`src/rtl/fir_pkg.sv`:
```
// Shared sample-width definitions for the FIR datapath (fir_filter and its
// downstream stages). Widths here are the defaults; blocks may override them.
package fir_pkg;

    localparam int IN_W  = 32;
    localparam int OUT_W = 16;

    typedef logic signed [IN_W-1:0]  in_sample_t;
    typedef logic signed [OUT_W-1:0] out_sample_t;

    // Clamp limits for an OUT_W-bit signed result.
    localparam out_sample_t OUT_MAX = {1'b0, {(OUT_W-1){1'b1}}};
    localparam out_sample_t OUT_MIN = {1'b1, {(OUT_W-1){1'b0}}};

endpackage : fir_pkg

```
`src/rtl/sync_fifo.sv`:
```
// Single-clock FIFO with registered storage. The head entry is read straight
// from the storage array, so rd_data is valid whenever empty is low.
// A write while full only succeeds if a read happens in the same cycle.
module sync_fifo #(
    parameter int WIDTH = 16,
    parameter int DEPTH = 4
) (
    input  logic             clk,
    input  logic             rst,
    input  logic             wr_en,
    input  logic [WIDTH-1:0] wr_data,
    input  logic             rd_en,
    output logic [WIDTH-1:0] rd_data,
    output logic             full,
    output logic             empty
);

    localparam int AW = (DEPTH > 1) ? $clog2(DEPTH) : 1;
    localparam int CW = $clog2(DEPTH + 1);

    logic [WIDTH-1:0] mem [DEPTH];
    logic [AW-1:0]    wr_ptr;
    logic [AW-1:0]    rd_ptr;
    logic [CW-1:0]    count;
    logic             do_wr;
    logic             do_rd;

    // Qualify requests: reads need data, writes need room (or a same-cycle read).
    always_comb begin
        do_rd = rd_en && !empty;
        do_wr = wr_en && (!full || do_rd);
    end

    // Storage array and pointers.
    // NOTE: the array is reset because it is only DEPTH entries deep and the
    // head must read as zero straight out of reset; large FIFOs should not do this.
    always_ff @(posedge clk) begin
        if (rst) begin
            for (int i = 0; i < DEPTH; i++) begin
                mem[i] <= '0;
            end
            wr_ptr <= '0;
            rd_ptr <= '0;
        end else begin
            if (do_wr) begin
                mem[wr_ptr] <= wr_data;
                wr_ptr      <= wr_ptr + 1'b1;
            end
            if (do_rd) begin
                rd_ptr <= rd_ptr + 1'b1;
            end
        end
    end

    // Occupancy count, 0..DEPTH.
    always_ff @(posedge clk) begin
        if (rst) begin
            count <= '0;
        end else begin
            case ({do_wr, do_rd})
                2'b10:   count <= count + 1'b1;
                2'b01:   count <= count - 1'b1;
                default: count <= count;
            endcase
        end
    end

    // Status flags and head data.
    always_comb begin
        full    = (count == CW'(DEPTH));
        empty   = (count == '0);
        rd_data = mem[rd_ptr];
    end

endmodule : sync_fifo

```
`src/rtl/fir_output_decimator.sv`:
```
// Output stage after fir_filter: keeps one sample in every DECIM, rounds off
// SHIFT fraction bits (ties toward +inf), saturates to OUT_W bits and queues
// results in a small FIFO with a valid/ready interface. Sticky flags report
// saturation and samples lost to a full FIFO.
module fir_output_decimator #(
    parameter int DECIM = 4,
    parameter int SHIFT = 8,
    parameter int IN_W  = fir_pkg::IN_W,
    parameter int OUT_W = fir_pkg::OUT_W,
    parameter int DEPTH = 4
) (
    input  logic                    clk,
    input  logic                    rst,
    input  logic                    in_valid,
    input  logic signed [IN_W-1:0]  y_in,
    output logic signed [OUT_W-1:0] out_data,
    output logic                    out_valid,
    input  logic                    out_ready,
    output logic                    sat_flag,
    output logic                    overflow
);

    localparam int PW = (DECIM > 1) ? $clog2(DECIM) : 1;

    // Rounding and clamp constants, all in the IN_W+1 bit working width.
    localparam logic signed [IN_W:0] RND    = (IN_W+1)'(1) << (SHIFT - 1);
    localparam logic signed [IN_W:0] SAT_HI = {{(IN_W-OUT_W+2){1'b0}}, {(OUT_W-1){1'b1}}};
    localparam logic signed [IN_W:0] SAT_LO = {{(IN_W-OUT_W+2){1'b1}}, {(OUT_W-1){1'b0}}};

    logic [PW-1:0]           phase;
    logic                    last_phase;
    logic                    keep;

    logic signed [IN_W:0]    y_ext;
    logic signed [IN_W:0]    rounded;
    logic signed [OUT_W-1:0] sat_val;
    logic                    clamp;

    logic                    pend;
    logic signed [OUT_W-1:0] pend_data;

    logic                    fifo_full;
    logic                    fifo_empty;
    logic                    rd_en;
    logic                    drop;

    // Decide whether the current input sample is the one kept this period.
    always_comb begin
        last_phase = (phase == PW'(DECIM - 1));
        keep       = in_valid && last_phase;
    end

    // Phase counter: advances only on valid samples, wraps after DECIM-1.
    // NOTE: sequential state is always updated with <= so every flop samples
    // its inputs from before the edge, independent of statement order.
    always_ff @(posedge clk) begin
        if (rst) begin
            phase <= '0;
        end else if (in_valid) begin
            phase <= last_phase ? '0 : phase + 1'b1;
        end
    end

    // Round to nearest (ties to +inf) with one guard bit, then clamp to OUT_W.
    // NOTE: every output of this block gets a value on every path, so no
    // latch can be inferred.
    always_comb begin
        y_ext   = {y_in[IN_W-1], y_in};
        rounded = (y_ext + RND) >>> SHIFT;
        clamp   = 1'b0;
        sat_val = rounded[OUT_W-1:0];
        if (rounded > SAT_HI) begin
            clamp   = 1'b1;
            sat_val = SAT_HI[OUT_W-1:0];
        end else if (rounded < SAT_LO) begin
            clamp   = 1'b1;
            sat_val = SAT_LO[OUT_W-1:0];
        end
    end

    // Pipeline register between the rounding logic and the FIFO write port.
    always_ff @(posedge clk) begin
        if (rst) begin
            pend      <= 1'b0;
            pend_data <= '0;
        end else begin
            pend <= keep;
            if (keep) begin
                pend_data <= sat_val;
            end
        end
    end

    // Handshake: a pop happens when the consumer takes a valid head entry.
    // A pending write is lost only when the FIFO is full and nothing pops.
    always_comb begin
        out_valid = !fifo_empty;
        rd_en     = out_valid && out_ready;
        drop      = pend && fifo_full && !rd_en;
    end

    // Sticky status flags, cleared only by reset.
    always_ff @(posedge clk) begin
        if (rst) begin
            sat_flag <= 1'b0;
            overflow <= 1'b0;
        end else begin
            if (keep && clamp) begin
                sat_flag <= 1'b1;
            end
            if (drop) begin
                overflow <= 1'b1;
            end
        end
    end

    sync_fifo #(
        .WIDTH (OUT_W),
        .DEPTH (DEPTH)
    ) u_fifo (
        .clk     (clk),
        .rst     (rst),
        .wr_en   (pend),
        .wr_data (pend_data),
        .rd_en   (rd_en),
        .rd_data (out_data),
        .full    (fifo_full),
        .empty   (fifo_empty)
    );

endmodule : fir_output_decimator

```
`config.mk`:
```
export PLATFORM = sky130hd
export DESIGN_NAME = fir_output_decimator
export DESIGN_NICKNAME = d
export VERILOG_FILES = /design/src/rtl/fir_pkg.sv /design/src/rtl/sync_fifo.sv /design/src/rtl/fir_output_decimator.sv
export SDC_FILE = /design/constraint.sdc
export NUM_CORES = 1
export LEC_CHECK = 0
export CAP_MARGIN = 5
export CORE_MARGIN = 8
export CORE_UTILIZATION = 26
export CTS_CLUSTER_SIZE = 28
export DETAILED_ROUTE_END_ITERATION = 6
export PLACE_DENSITY = 0.53
export SLEW_MARGIN = 20
export SYNTH_ARGS = -nofsm -noshare
export SYNTH_HDL_FRONTEND = slang
export SYNTH_HIERARCHICAL = 1
export SYNTH_SLANG_ARGS = --single-unit
```
`constraint.sdc`:
```
create_clock -name clk -period 2.7 [get_ports clk]
set_input_delay 0.27 -clock clk [delete_from_list [all_inputs] [get_ports clk]]
set_output_delay 0.27 -clock clk [all_outputs]
set_load 0.03 [all_outputs]
```
==> impl_metrics.py <==
metrics = {
    "outcome": {
        "status": "finished, final reports clean",
    },
    "clock_network": {
        "htree_levels": 3,
        "root_buffer": "clkbuf_16",
        "postCtsSetupBuffers": 0,
        "clockBufferDepth": 2,
        "path_clk_slew_ns": 0.07,
        "cts_tree": "yes",
        "hold_buffers": 0,
        "cts.sinks": 94,
        "clock_insertion_delay_worst_skew_ns": 0.34,
        "numCtsBuffers": 9,
    },
    "grt": {
        "grt_use_total": 0.0961,
        "grt_pass1_wl_um": 16700,
        "antenna_found_initial": 0,
        "grt_start_max_net_pins": 18,
        "grt-ovfl-total": 0,
        "grt_pass1_vias": 3163,
    },
    "power_and_ir_drop": {
        "leakage_nw": 2.09,
        "seqPwrFrac": 0.509,
        "p_sw_frac": 0.224,
        "p_int_mw": 2.42,
        "power_switching_mw": 0.698,
        "combPwrFrac": 0.074,
        "p_per_area_mw_per_mm2": 530,
        "clockPowerShare": 0.417,
        "ir_drop_uv": 296,
    },
    "final_layout": {
        "final_core_util": 0.330,
        "area_delta_synth_final_pct": 26.0,
        "n_antenna_cell": 0,
        "nNetsFinal": 486,
        "final_layout_size_suffix_gt1_frac": 0.191,
    },
    "yosys": {
        "synth_adder_area_share": 0.0123,
        "synth_area_per_cell_sq_um": 12.4,
        "seq_area_frac_synth": 0.541,
        "synth_compound_area_frac": 0.0840,
        "synth_edf_count": 64,
        "ys_types": 52,
        "synth_cells": 377,
        "synth_fp_nets": 417,
        "ys_ff_latch": 94,
        "synth_top_area_share": 0.412,
        "synth.area.top_cells": "edfxtp_1 (41%), dfxtp_1 (13%), and2_1 (8.7%)",
        "synth_most_common_cell": "and2_1",
        "ys_top_cells_by_count": "and2_1 (65), edfxtp_1 (64), dfxtp_1 (30)",
        "synth-simple-area-share": 0.214,
        "synth_top_family_by_area": "simple AND/OR/NAND/NOR gates",
        "syn_area_sq_mm": 0.00466,
        "synth_xor_area_frac": 0.0376,
        "synth_flop_cell": "edfxtp_1",
        "synth_largest_area_cell": "edfxtp_1",
        "async_reset_ff_frac": 0,
        "synthMuxAreaShare": 0.0840,
        "yosys_warnings": 6,
    },
    "floorplanning": {
        "die_area_sq_mm": 0.0225,
        "ios": 55,
        "die_x_um": 150,
        "die_h_um": 150,
        "coreArea_sq_mm": 0.0178,
        "initial_utilization": 0.262,
        "rows": 49,
    },
    "timing": {
        "rsz0062_at_grt": "false",
        "slew_headroom": 0.487,
        "hold_viol_final": 0,
        "max_freq_mhz": 404,
        "drv_slew": 0,
        "tightest_slew_ns": 0.766,
        "finalHoldWorstSlack_ns": 0.475,
        "final.setup.tns_ns": 0,
        "fin_crit_ns": 2.48,
        "skew_ns": 0.00819,
        "fin_crit_sh": 0.917,
        "setup_viol": 0,
    },
    "worst_setup_path": {
        "cp_data_required_time_ns": 2.96,
        "critPathLaunchType": "register",
        "worst-setup-path-type": "reg -> reg",
        "worstPathArrival_ns": 2.74,
        "crit_path_max_fanout": 5,
        "critPathCaptureType": "register",
    },
    "route": {
        "drcViolationCount": 0,
        "drt_first_pass_iters": 4,
        "first_iter_violations": 119,
        "antenna_left": 0,
        "num_vias": 3026,
        "viasPerCell": 4.45,
        "wire_per_inst_um": 15.1,
        "routed_wirelength_um": 10300,
    },
    "hold_path": {
        "hp-class": "reg -> reg",
    },
    "place": {
        "io_buffers": 47,
        "gp_congestion": 0.757,
        "dp_hpwl_um": 7230,
    },
    "run": {
        "cap_violations": 0,
    },
}
-- metrics by stage --
step	worst slack, ns	total power, mW	std cells	area [sq um]
after detailed placement	-0.0657	1.85	664	5560
after global routing	0.0228	3.23	680	5880
after floorplan	0.00965	1.72	377	4670
after global placement	-0.0163	1.85	664	5560
final	0.224	3.11	680	5880
after CTS	0.0551	3.16	680	5860
-- per-layer routing --
metal	global-route usage	up-vias	part of all wire	routed length, um
met3	0.0233	6	0.041	426
met5	0	-	0	0
met2	0.158	49	0.48	4920
met4	0.0330	0	0.0096	99
met1	0.121	1452	0.47	4840
li1	-	1519	-	-
-- logic make-up after synthesis --
group	Yosys count
AND/OR/NAND/NOR	167
flip-flops	94
AO/OA/AOI/OAI	46
buffers and inverters	27
XOR/XNOR	20
multiplexers	19
adder cells (fa/ha/maj)	4
-- critical path, stage by stage, from the launching register on --
cell	delay, ns
dfxtp_2	0.37
nor3_4	0.24
nor2b_2	0.11
nor4b_4	0.28
nand2b_1	0.17
ha_1	0.19
inv_1	0.06
fa_1	0.37
xor2_1	0.15
or3_1	0.31
a21oi_1	0.15
-- cell type report --
class | count | area [sq um]
Clock buffer | 10 | 229
Multi-Input combinational cell | 256 | 2030
Fill cell | 1782 | 11900
Timing Repair Buffer | 74 | 686
Sequential cell | 94 | 2520
Tap cell | 229 | 287
Inverter | 11 | 41.3
Clock inverter | 6 | 77.6
-- what timing repair did --
item / in CTS / in global routing
hold endpoints to repair: 0 / 0
resized for setup: 0 / 4
setup endpoints to repair: 0 / 1
-- power by group through the flow --
stage	registers, mW	clock network (mW)	logic (mW)
global placement	1.61	0	0.233
global route	1.59	1.40	0.250
detailed placement	1.62	0	0.234
finish	1.58	1.30	0.231
floorplan	1.61	0	0.110
CTS	1.59	1.34	0.235
-- path summary, 6_finish.rpt --
check,startpoint,endpoint,slack [ns],cells after the start
worst max-delay path,u_fifo/count[0]$_SDFFE_PP0P_,u_fifo/count[2]$_SDFFE_PP0P_,0.22,10
worst max register to register,u_fifo/count[0]$_SDFFE_PP0P_,u_fifo/count[2]$_SDFFE_PP0P_,0.22,10
worst min-delay path,sat_flag$_SDFFE_PP0P_,sat_flag$_SDFFE_PP0P_,0.48,2
worst min register to register,sat_flag$_SDFFE_PP0P_,sat_flag$_SDFFE_PP0P_,0.48,2
-- cells in the final DEF, fill, tap and decap left out, drive strengths merged, types with 3 or more instances in the layout --
cell type,netlist,layout
and2,65,65
edfxtp,64,64
clkdlybuf4s50,0,47
dfxtp,30,30
nand2,28,28
buf,6,27
nor2,26,26
mux4,16,16
o211ai,16,16
inv,11,15
nand3,11,11
xor2,11,11
clkbuf,10,10
xnor2,9,9
nor3,8,8
a21oi,6,6
nand4,6,6
o21ai,6,6
nor4,5,5
a31oi,3,3
or3,3,3
and3,3,3
ha,3,3
nor4b,3,3
-- state kept, by name, summed over array words and instances (netlist names), named ones only --
name           flops
overflow           1
pend               1
pend_data         16
phase              2
sat_flag           1
u_fifo/count       3
u_fifo/mem        64
u_fifo/rd_ptr      2
u_fifo/wr_ptr      2
Power figures use the tool's default switching activity.
